### src/rtl/serial_adder_pkg.sv
`default_nettype none
// ============================================================================
// Module   : serial_adder_pkg
// Brief    : Shared types and sizing helpers for the serial digit adder.
// Revision : 1.0 - initial release
// ============================================================================
package serial_adder_pkg;

    // Control state of the slice sequencer
    typedef enum logic [1:0] {
        ST_IDLE = 2'd0,
        ST_RUN  = 2'd1,
        ST_DONE = 2'd2
    } state_t;

    // Number of DIGIT-wide slices in a WIDTH-bit operand
    function automatic int calc_ndig(input int width, input int digit);
        return width / digit;
    endfunction

    // Slice index width; a single-slice build still needs one index bit
    function automatic int calc_idx_w(input int width, input int digit);
        int n;
        n = width / digit;
        return (n <= 1) ? 1 : $clog2(n);
    endfunction

endpackage : serial_adder_pkg
`default_nettype wire

### src/rtl/serial_digit_adder_digit_adder.sv
`default_nettype none
// ============================================================================
// Module   : digit_adder
// Brief    : Combinational DIGIT-bit ripple-carry adder (one slice).
// Revision : 1.0 - initial release
// ============================================================================
module digit_adder #(
    parameter int DIGIT = 4
) (
    input  logic [DIGIT-1:0] i_a,
    input  logic [DIGIT-1:0] i_b,
    input  logic             i_cin,
    output logic [DIGIT-1:0] o_sum,
    output logic             o_cout
);

    logic [DIGIT:0] w_c;

    assign w_c[0] = i_cin;

    // One full adder per bit, carry rippling upward
    for (genvar gi = 0; gi < DIGIT; gi++) begin : g_ripple
        assign o_sum[gi]  = i_a[gi] ^ i_b[gi] ^ w_c[gi];
        assign w_c[gi+1]  = (i_a[gi] & i_b[gi]) | (w_c[gi] & (i_a[gi] ^ i_b[gi]));
    end

    assign o_cout = w_c[DIGIT];

endmodule : digit_adder
`default_nettype wire

### src/rtl/serial_digit_adder.sv
`default_nettype none
// ============================================================================
// Module   : serial_digit_adder
// Brief    : Multi-cycle WIDTH-bit adder/subtractor, one DIGIT-bit slice per
//            clock, LSB slice first, with start/busy/done handshake.
//            Optional signed-overflow output: define SERIAL_ADDER_OVERFLOW_EN.
// Revision : 1.0 - initial release
// ============================================================================
module serial_digit_adder
    import serial_adder_pkg::*;
#(
    parameter int WIDTH = 16,
    parameter int DIGIT = 4
) (
    input  logic             clk,
    input  logic             rst,
    input  logic             start,
    input  logic             sub,
    input  logic [WIDTH-1:0] a,
    input  logic [WIDTH-1:0] b,
    input  logic             cin,
    output logic             busy,
    output logic             done,
    output logic [WIDTH-1:0] sum,
    output logic             cout
`ifdef SERIAL_ADDER_OVERFLOW_EN
    ,
    output logic             ovf
`endif
);

    localparam int                 C_NDIG  = calc_ndig(WIDTH, DIGIT);
    localparam int                 C_IDX_W = calc_idx_w(WIDTH, DIGIT);
    localparam logic [C_IDX_W-1:0] C_LAST  = C_IDX_W'(C_NDIG - 1);

    state_t             r_state;
    state_t             w_state_nxt;
    logic               w_accept;
    logic               w_last;

    logic [WIDTH-1:0]   r_a;
    logic [WIDTH-1:0]   r_b;        // already inverted for subtract
    logic               r_carry;    // registered inter-slice carry
    logic [C_IDX_W-1:0] r_idx;
    logic [WIDTH-1:0]   r_shadow;
    logic [WIDTH-1:0]   r_sum;
    logic               r_cout;

    logic [31:0]        w_off;
    logic [DIGIT-1:0]   w_da;
    logic [DIGIT-1:0]   w_db;
    logic [DIGIT-1:0]   w_dsum;
    logic               w_dcout;
    logic [WIDTH-1:0]   w_shadow_nxt;

    assign w_off = 32'(r_idx) * 32'(DIGIT);
    assign w_da  = r_a[w_off +: DIGIT];
    assign w_db  = r_b[w_off +: DIGIT];

    digit_adder #(
        .DIGIT (DIGIT)
    ) u_digit (
        .i_a    (w_da),
        .i_b    (w_db),
        .i_cin  (r_carry),
        .o_sum  (w_dsum),
        .o_cout (w_dcout)
    );

    // Merge the current slice into the partial result
    always_comb begin
        w_shadow_nxt                 = r_shadow;
        w_shadow_nxt[w_off +: DIGIT] = w_dsum;
    end

    assign w_last = (r_state == ST_RUN) && (r_idx == C_LAST);

    // Next-state decode; a new request is only taken while not running
    always_comb begin
        w_state_nxt = r_state;
        w_accept    = 1'b0;
        case (r_state)
            ST_IDLE, ST_DONE: begin
                w_state_nxt = ST_IDLE;
                if (start) begin
                    w_accept    = 1'b1;
                    w_state_nxt = ST_RUN;
                end
            end
            ST_RUN: begin
                if (r_idx == C_LAST) begin
                    w_state_nxt = ST_DONE;
                end
            end
            default: begin
                w_state_nxt = ST_IDLE;
            end
        endcase
    end

    // State register
    always_ff @(posedge clk) begin
        if (rst) begin
            r_state <= ST_IDLE;
        end else begin
            r_state <= w_state_nxt;
        end
    end

    // Operand capture, slice sequencing and result registration
    always_ff @(posedge clk) begin
        if (rst) begin
            r_a      <= '0;
            r_b      <= '0;
            r_carry  <= 1'b0;
            r_idx    <= '0;
            r_shadow <= '0;
            r_sum    <= '0;
            r_cout   <= 1'b0;
        end else if (w_accept) begin
            r_a     <= a;
            r_b     <= sub ? ~b : b;
            r_carry <= sub | cin;
            r_idx   <= '0;
        end else if (r_state == ST_RUN) begin
            r_shadow <= w_shadow_nxt;
            r_carry  <= w_dcout;
            r_idx    <= w_last ? '0 : r_idx + C_IDX_W'(1);
            if (w_last) begin
                r_sum  <= w_shadow_nxt;
                r_cout <= w_dcout;
            end
        end
    end

`ifdef SERIAL_ADDER_OVERFLOW_EN
    logic r_ovf;
    logic w_msb_cin;

    // Carry into the MSB recovered from the top bit's sum equation
    assign w_msb_cin = w_dsum[DIGIT-1] ^ w_da[DIGIT-1] ^ w_db[DIGIT-1];

    // Signed overflow, registered alongside the sum
    always_ff @(posedge clk) begin
        if (rst) begin
            r_ovf <= 1'b0;
        end else if (!w_accept && w_last) begin
            r_ovf <= w_msb_cin ^ w_dcout;
        end
    end

    assign ovf = r_ovf;
`endif

    assign busy = (r_state == ST_RUN);
    assign done = (r_state == ST_DONE);
    assign sum  = r_sum;
    assign cout = r_cout;

endmodule : serial_digit_adder
`default_nettype wire

### config.mk
export PLATFORM = sky130hd
export DESIGN_NAME = serial_digit_adder
export DESIGN_NICKNAME = d
export VERILOG_FILES = /design/src/rtl/serial_adder_pkg.sv /design/src/rtl/serial_digit_adder_digit_adder.sv /design/src/rtl/serial_digit_adder.sv
export SDC_FILE = /design/constraint.sdc
export NUM_CORES = 1
export LEC_CHECK = 0
export ABC_AREA = 0
export CORE_MARGIN = 3
export CORE_UTILIZATION = 50
export DETAILED_ROUTE_END_ITERATION = 7
export PLACE_DENSITY = 0.8
export SKIP_LAST_GASP = 1
export SLEW_MARGIN = 20
export SYNTH_ARGS = -nofsm -noshare
export SYNTH_HDL_FRONTEND = slang
export SYNTH_HIERARCHICAL = 1
export SYNTH_SLANG_ARGS = --single-unit
### constraint.sdc
create_clock -name clk -period 5.2 [get_ports clk]
set_clock_uncertainty 0.2 [all_clocks]
set_input_delay 0.52 -clock clk [delete_from_list [all_inputs] [get_ports clk]]
set_output_delay 0.52 -clock clk [all_outputs]
set_load 0.02 [all_outputs]
==> results.py, run 1 <==
metrics = {
    "status": {
        "status": "finished, final reports clean",
    },
    "floorplan": {
        "die_x_um": 86.6,
        "dieArea_mm2": 0.00749,
        "io_pins": 56,
        "die_height_um": 86.6,
        "start_util_pct": 53.2,
        "coreArea_mm2": 0.00610,
        "rows": 28,
    },
    "sta": {
        "maxSlewHeadroom_pct": 34.7,
        "setup_viol": 0,
        "rsz0062_at_grt": "no",
        "fin_ws_ns": 1.40,
        "fin_crit_ns": 3.80,
        "max_freq_mhz": 263,
        "post-route-period-util_pct": 73.1,
        "fin_tns_setup_ns": 0,
        "timing.final.max_slew_violations": 0,
        "tightest_slew_ns": 0.977,
        "hold_viol": 0,
    },
    "yosys": {
        "synth_edf_count": 0,
        "syn_area_mm2": 0.00325,
        "async_flop_share_pct": 0,
        "yosysMostFrequentCell": "dfxtp_1",
        "synth_common_cells": "dfxtp_1 (70), nand2_1 (45), nor2_1 (43)",
        "synth_area_per_cell_um2": 9.12,
        "yosys_register_bits": 70,
        "yosysTopAreaCell": "dfxtp_1",
        "ys_types": 33,
        "synthesis.nets": 403,
        "yosysSeqAreaShare_pct": 43.2,
        "synthFlopType": "dfxtp_1",
        "synth.top_cell.area_share_pct": 43.2,
        "ys_warn_count": 6,
        "synthTopCellsByArea": "dfxtp_1 (43%), mux4_2 (5.6%), nand2_1 (5.2%)",
        "netlist_instances": 356,
    },
    "clocking": {
        "ctsHoldBuffers": 0,
        "cts_buffers": 9,
        "clk_pin_slew_ns": 0.07,
        "htreeDepth": 3,
        "cts.sinks": 70,
        "root_buffer": "clkbuf_8",
        "cts_buffer_depth": 2,
        "cts_tree": "done",
        "postCtsSetupBuffers": 0,
        "ctsResizeCount": 0,
        "clock_latency_ns": 0.35,
    },
    "finish": {
        "syn_to_final_growth_pct": 23.1,
        "fin_util_pct": 65.5,
        "final_nets": 439,
        "n_antenna_cell": 0,
        "layout.cells.non_filler": 472,
        "final_layout_size_suffix_gt1_share_pct": 8.56,
    },
    "setup_path": {
        "ff2ff_path_depth": 12,
        "rrSetupSlack_ns": 1.40,
        "start_kind": "flop",
        "r2r_end": "sum[15]",
        "crit_required_ns": 5.27,
        "path_class": "reg2reg",
        "critical_path.max_stage_delay_ns": 0.57,
        "path_cells": "mux4_2 -> fa_1 -> inv_1 -> fa_1 -> inv_1 -> fa_1 -> inv_1 -> fa_1 -> inv_1 -> nor4bb_1 -> nand2_1 -> a211oi_1",
        "reg2reg_from": "r_idx[0]",
        "crit_path_end_kind": "flop",
        "crit_slowest_cell": "mux4_2",
        "crit_path_max_fanout": 6,
        "arrival_ns": 3.87,
    },
    "global_route": {
        "grt-ovfl-total": 0,
        "track_usage_pct": 19.7,
        "grt_max_degree": 71,
        "antenna_found_initial": 0,
        "grt_pass1_vias": 2499,
        "grt_pass1_wl_mm": 11.6,
    },
    "run": {
        "cap_violations": 0,
    },
    "worst_hold_path": {
        "holdPathStages": 2,
        "whs_endpoint": "r_shadow[10]",
        "hold_path_startpoint": "r_shadow[10]",
        "hp-class": "reg2reg",
    },
    "placed_design": {
        "hpwlAfterDp_mm": 4.67,
        "place_inst": 456,
        "port-buffer-count": 55,
        "pre_cts_ws_ns": 1.42,
        "place.gp.congestion": 0.798,
    },
    "drt": {
        "met3WireLength_um": 361,
        "antenna_left": 0,
        "wirelength_mm": 6.86,
        "post_drt_via_cell_ratio": 5.48,
        "dr.pass1.iters": 4,
        "drtIter0Drc": 127,
        "top_layer": "met4",
        "vias": 2588,
        "drc": 0,
        "met2_wirelength_mm": 3.31,
        "wl_met1_mm": 3.04,
        "wire_per_inst_um": 14.5,
    },
    "power": {
        "p_leak_nw": 1.41,
        "ir_worst_vdd_uv": 206,
        "p_per_area_mw_per_mm2": 314,
    },
}
## layout by cell type (no fill, tap or decap), types with 5 or more instances in the layout
master,count
xnor2_1,16
nand2b_1,5
mux4_2,8
nor2_1,43
inv_1,15
ha_1,6
dfxtp_1,70
clkbuf_8,12
clkdlybuf4s50_1,54
a221oi_1,10
nand3b_1,5
a211oi_1,19
a32oi_1,10
nand2_1,45
nand3_1,5
a21oi_1,26
nor3_1,13
## critical path: cells and delay by family (launching register included)
| family | cells | cell delay (ns) |
|---|---|---|
| compound gates | 1 | 0.20 |
| buf+inv | 4 | 0.36 |
| flops | 1 | 0.52 |
| fa+ha+maj | 4 | 1.32 |
| simple gates | 2 | 0.55 |
| mux | 1 | 0.57 |
## state kept, by name, indices dropped and copies added (netlist names)
| signal | flops |
|---|---|
| r_b | 16 |
| r_a | 16 |
| r_shadow | 16 |
| cout | 1 |
| r_idx | 2 |
| r_state | 2 |
| sum | 16 |
| r_carry | 1 |
## power breakdown
group / switching, mW / leakage, nW / internal, mW
clock network: 0.202 / 0.120 / 0.309
registers: 0.0166 / 0.571 / 0.559
logic: 0.0918 / 0.724 / 0.0744
## layout make-up
cell class                 instances  area [µm²]
timing repair buffer              57         561
inverter                          16        60.1
clock buffer                      13         169
multi-input combinational        238        1650
tap                               75        93.8
clock inverter                     3        65.1
fill                             498        2100
sequential                        70        1400
## layer usage
metal	vias up	track usage (%)
met3	11	3.99
met5	-	0
met4	0	10.6
li1	1318	-
met2	74	30.7
met1	1185	25.7
## logic make-up (layout without fill, tap and decap cells)
| family | after synthesis | count (layout) | share of synthesized area, % |
|---|---|---|---|
| AND/OR/NAND/NOR | 133 | 133 | 19.7 |
| AO/OA/AOI/OAI | 71 | 71 | 15.9 |
| flip-flops | 70 | 70 | 43.2 |
| buffers and inverters | 48 | 89 | 6.55 |
| XOR/XNOR | 16 | 16 | 4.32 |
| adder cells (fa/ha/maj) | 10 | 10 | 4.78 |
| multiplexers | 8 | 8 | 5.55 |
## through the flow
stage	area (µm²)	total power, mW	hold slack, ns
3_5_place_dp	3750	0.753	0.239
5_1_grt	4000	1.30	0.281
6_report	4000	1.25	0.254
4_1_cts	3990	1.26	0.257
3_3_place_gp	3750	0.749	0.239
2_1_floorplan	3250	0.698	0.227
## worst max-delay path by stage
stage / from / end / slack, ns / depth (start not counted)
final: r_idx[0] / sum[15] / 1.40 / 12
after global routing: r_idx[0] / sum[15] / 1.07 / 12
after CTS: r_idx[0] / sum[15] / 1.40 / 12
after detailed placement: r_idx[0] / sum[15] / 1.42 / 12
after global placement: r_idx[0] / sum[15] / 1.54 / 12
after floorplan: r_idx[0] / sum[15] / 1.42 / 14
No activity file was read; power rests on OpenSTA's default activity.
==> run 2: changes to the inputs <==
- clock period: 5.2 -> 3.66 ns (I/O delays scaled with it)
==> results.py, run 2 (same netlist as run 1, synthesis figures left out) <==
metrics = {
    "placed_design": {
        "place.gp.congestion": 0.793,
        "port-buffer-count": 55,
        "hpwlAfterDp_mm": 4.93,
    },
    "setup_path": {
        "cpLargestDelayFamily": "adder cells",
        "path_cells": "mux4_2 -> fa_1 -> inv_1 -> fa_1 -> inv_1 -> fa_1 -> inv_1 -> fa_1 -> inv_1 -> nor4bb_2 -> nand2_1 -> a211oi_1",
        "start_kind": "flop",
        "critPathBufInv": 4,
        "crit_required_ns": 3.72,
        "critical_path.max_stage_delay_ns": 0.52,
        "crit_slowest_cell": "mux4_2",
        "crit_path_end_kind": "flop",
        "arrival_ns": 3.53,
        "crit_path_max_fanout": 4,
        "path_class": "reg2reg",
    },
    "power": {
        "p_leak_nw": 1.40,
        "p_per_area_mw_per_mm2": 407,
        "power_frac_comb_pct": 15.6,
        "power.switching_mw": 0.425,
        "ir_worst_vdd_uv": 322,
        "p_seq_share_pct": 50.5,
        "p_int_mw": 1.19,
        "p_sw_share_pct": 26.4,
        "clkPwrFrac_pct": 33.8,
    },
    "clocking": {
        "cts_tree": "done",
        "clk_pin_slew_ns": 0.07,
        "cts_buffers": 9,
        "htreeDepth": 3,
        "clock_latency_ns": 0.35,
        "postCtsSetupBuffers": 0,
        "cts.sinks": 70,
        "root_buffer": "clkbuf_8",
        "cts_buffer_depth": 2,
    },
    "global_route": {
        "grt_max_degree": 51,
        "grt_pass1_vias": 2636,
        "antenna_found_initial": 0,
        "track_usage_pct": 20.4,
        "grt_pass1_wl_mm": 12.0,
        "grt-ovfl-total": 0,
    },
    "floorplan": {
        "die_height_um": 86.6,
        "die_x_um": 86.6,
        "rows": 28,
        "dieArea_mm2": 0.00749,
        "io_pins": 56,
        "start_util_pct": 53.2,
        "coreArea_mm2": 0.00610,
    },
    "finish": {
        "final_layout_size_suffix_gt1_share_pct": 9.00,
        "final_nets": 443,
        "most-common-layout-cells": "dfxtp_1 (69), clkdlybuf4s50_1 (54), nand2_1 (45), nor2_1 (43), a21oi_1 (26)",
        "syn_to_final_growth_pct": 22.0,
        "mostFrequentLayoutCell": "dfxtp_1",
        "n_antenna_cell": 0,
        "fin_util_pct": 65.0,
    },
    "drt": {
        "wirelength_mm": 7.08,
        "antenna_left": 0,
        "drtIter0Drc": 159,
        "wire_per_inst_um": 14.9,
        "drc": 0,
        "post_drt_via_cell_ratio": 5.60,
        "dr.pass1.iters": 5,
        "vias": 2660,
    },
    "sta": {
        "post-route-period-util_pct": 94.7,
        "tightest_slew_ns": 0.957,
        "fin_crit_ns": 3.47,
        "fin_tns_setup_ns": 0,
        "hold_viol": 0,
        "timing.final.max_slew_violations": 0,
        "max_freq_mhz": 288,
        "maxSlewHeadroom_pct": 36.0,
        "setup_viol": 0,
        "rsz0062_at_grt": "no",
    },
    "worst_hold_path": {
        "hp-class": "reg2reg",
    },
    "status": {
        "status": "finished, final reports clean",
    },
    "run": {
        "cap_violations": 0,
    },
}
==> run 2: cell types whose count changed in the layout (fill, tap and decap cells not counted) <==
cell / previous run / this run
buf_4: 2 / 6
bufinv_16: 2 / 0
clkbuf_1: 1 / 3
clkbuf_8: 12 / 11
dfxtp_1: 70 / 69
dfxtp_2: 0 / 1
==> run 2: what timing repair did <==
| item | in CTS | in global routing |
|---|---|---|
| resized for setup | 0 | 1 |
| setup endpoints to repair | 0 | 2 |
| hold buffers | 0 | 0 |
==> run 2: per-stage QoR <==
step	power (mW)	hold slack [ns]	setup WS (ns)	cells	cell area (µm²)
final	1.61	0.255	0.194	475	3960
after detailed placement	1.08	0.249	0.105	460	3790
after floorplan	0.994	0.227	0.0413	356	3260
after global placement	1.07	0.238	0.301	460	3790
after CTS	1.62	0.257	0.108	475	3960
after global routing	1.68	0.275	0.0337	475	3960
==> run 2: layer usage <==
| metal | vias to the layer above | part of all wire, % | GRT usage (%) |
|---|---|---|---|
| met3 | 18 | 5.1 | 4.56 |
| met5 | - | 0 | 0 |
| li1 | 1329 | - | - |
| met2 | 89 | 49 | 34.8 |
| met4 | 0 | 2.6 | 9.63 |
| met1 | 1224 | 43 | 24.4 |
==> run 2: worst paths after layout <==
check / start / slack, ns / end / cells after the start
min: r_shadow[8] / 0.25 / r_shadow[8] / 2
max: r_idx[0] / 0.19 / sum[15] / 12
min reg2reg: r_shadow[8] / 0.25 / r_shadow[8] / 2
max reg2reg: r_idx[0] / 0.19 / sum[15] / 12
==> run 2: area by class of cell <==
cell class,instances,area [µm²]
Clock inverter,1,5.00
Tap cell,75,93.8
Sequential cell,70,1400
Clock buffer,14,163
Inverter,16,60.1
Timing Repair Buffer,61,591
Fill cell,548,2140
Multi-Input combinational cell,238,1650
==> run 2: power by group through the flow <==
stage                     combinational [mW]  clock [mW]  sequential [mW]
after global placement                 0.243           0            0.830
final                                  0.252       0.545            0.815
after global routing                   0.278       0.584            0.818
after floorplan                        0.170           0            0.824
after detailed placement               0.251           0            0.832
after CTS                              0.253       0.555            0.815
==> run 2: tightest hold or removal path, delay by kind of cell (launching register included) <==
kind	cells	cell delay (ns)
AOI/OAI and AO/OA	1	0.05
DFF	1	0.31
and+or+nand+nor	1	0.05
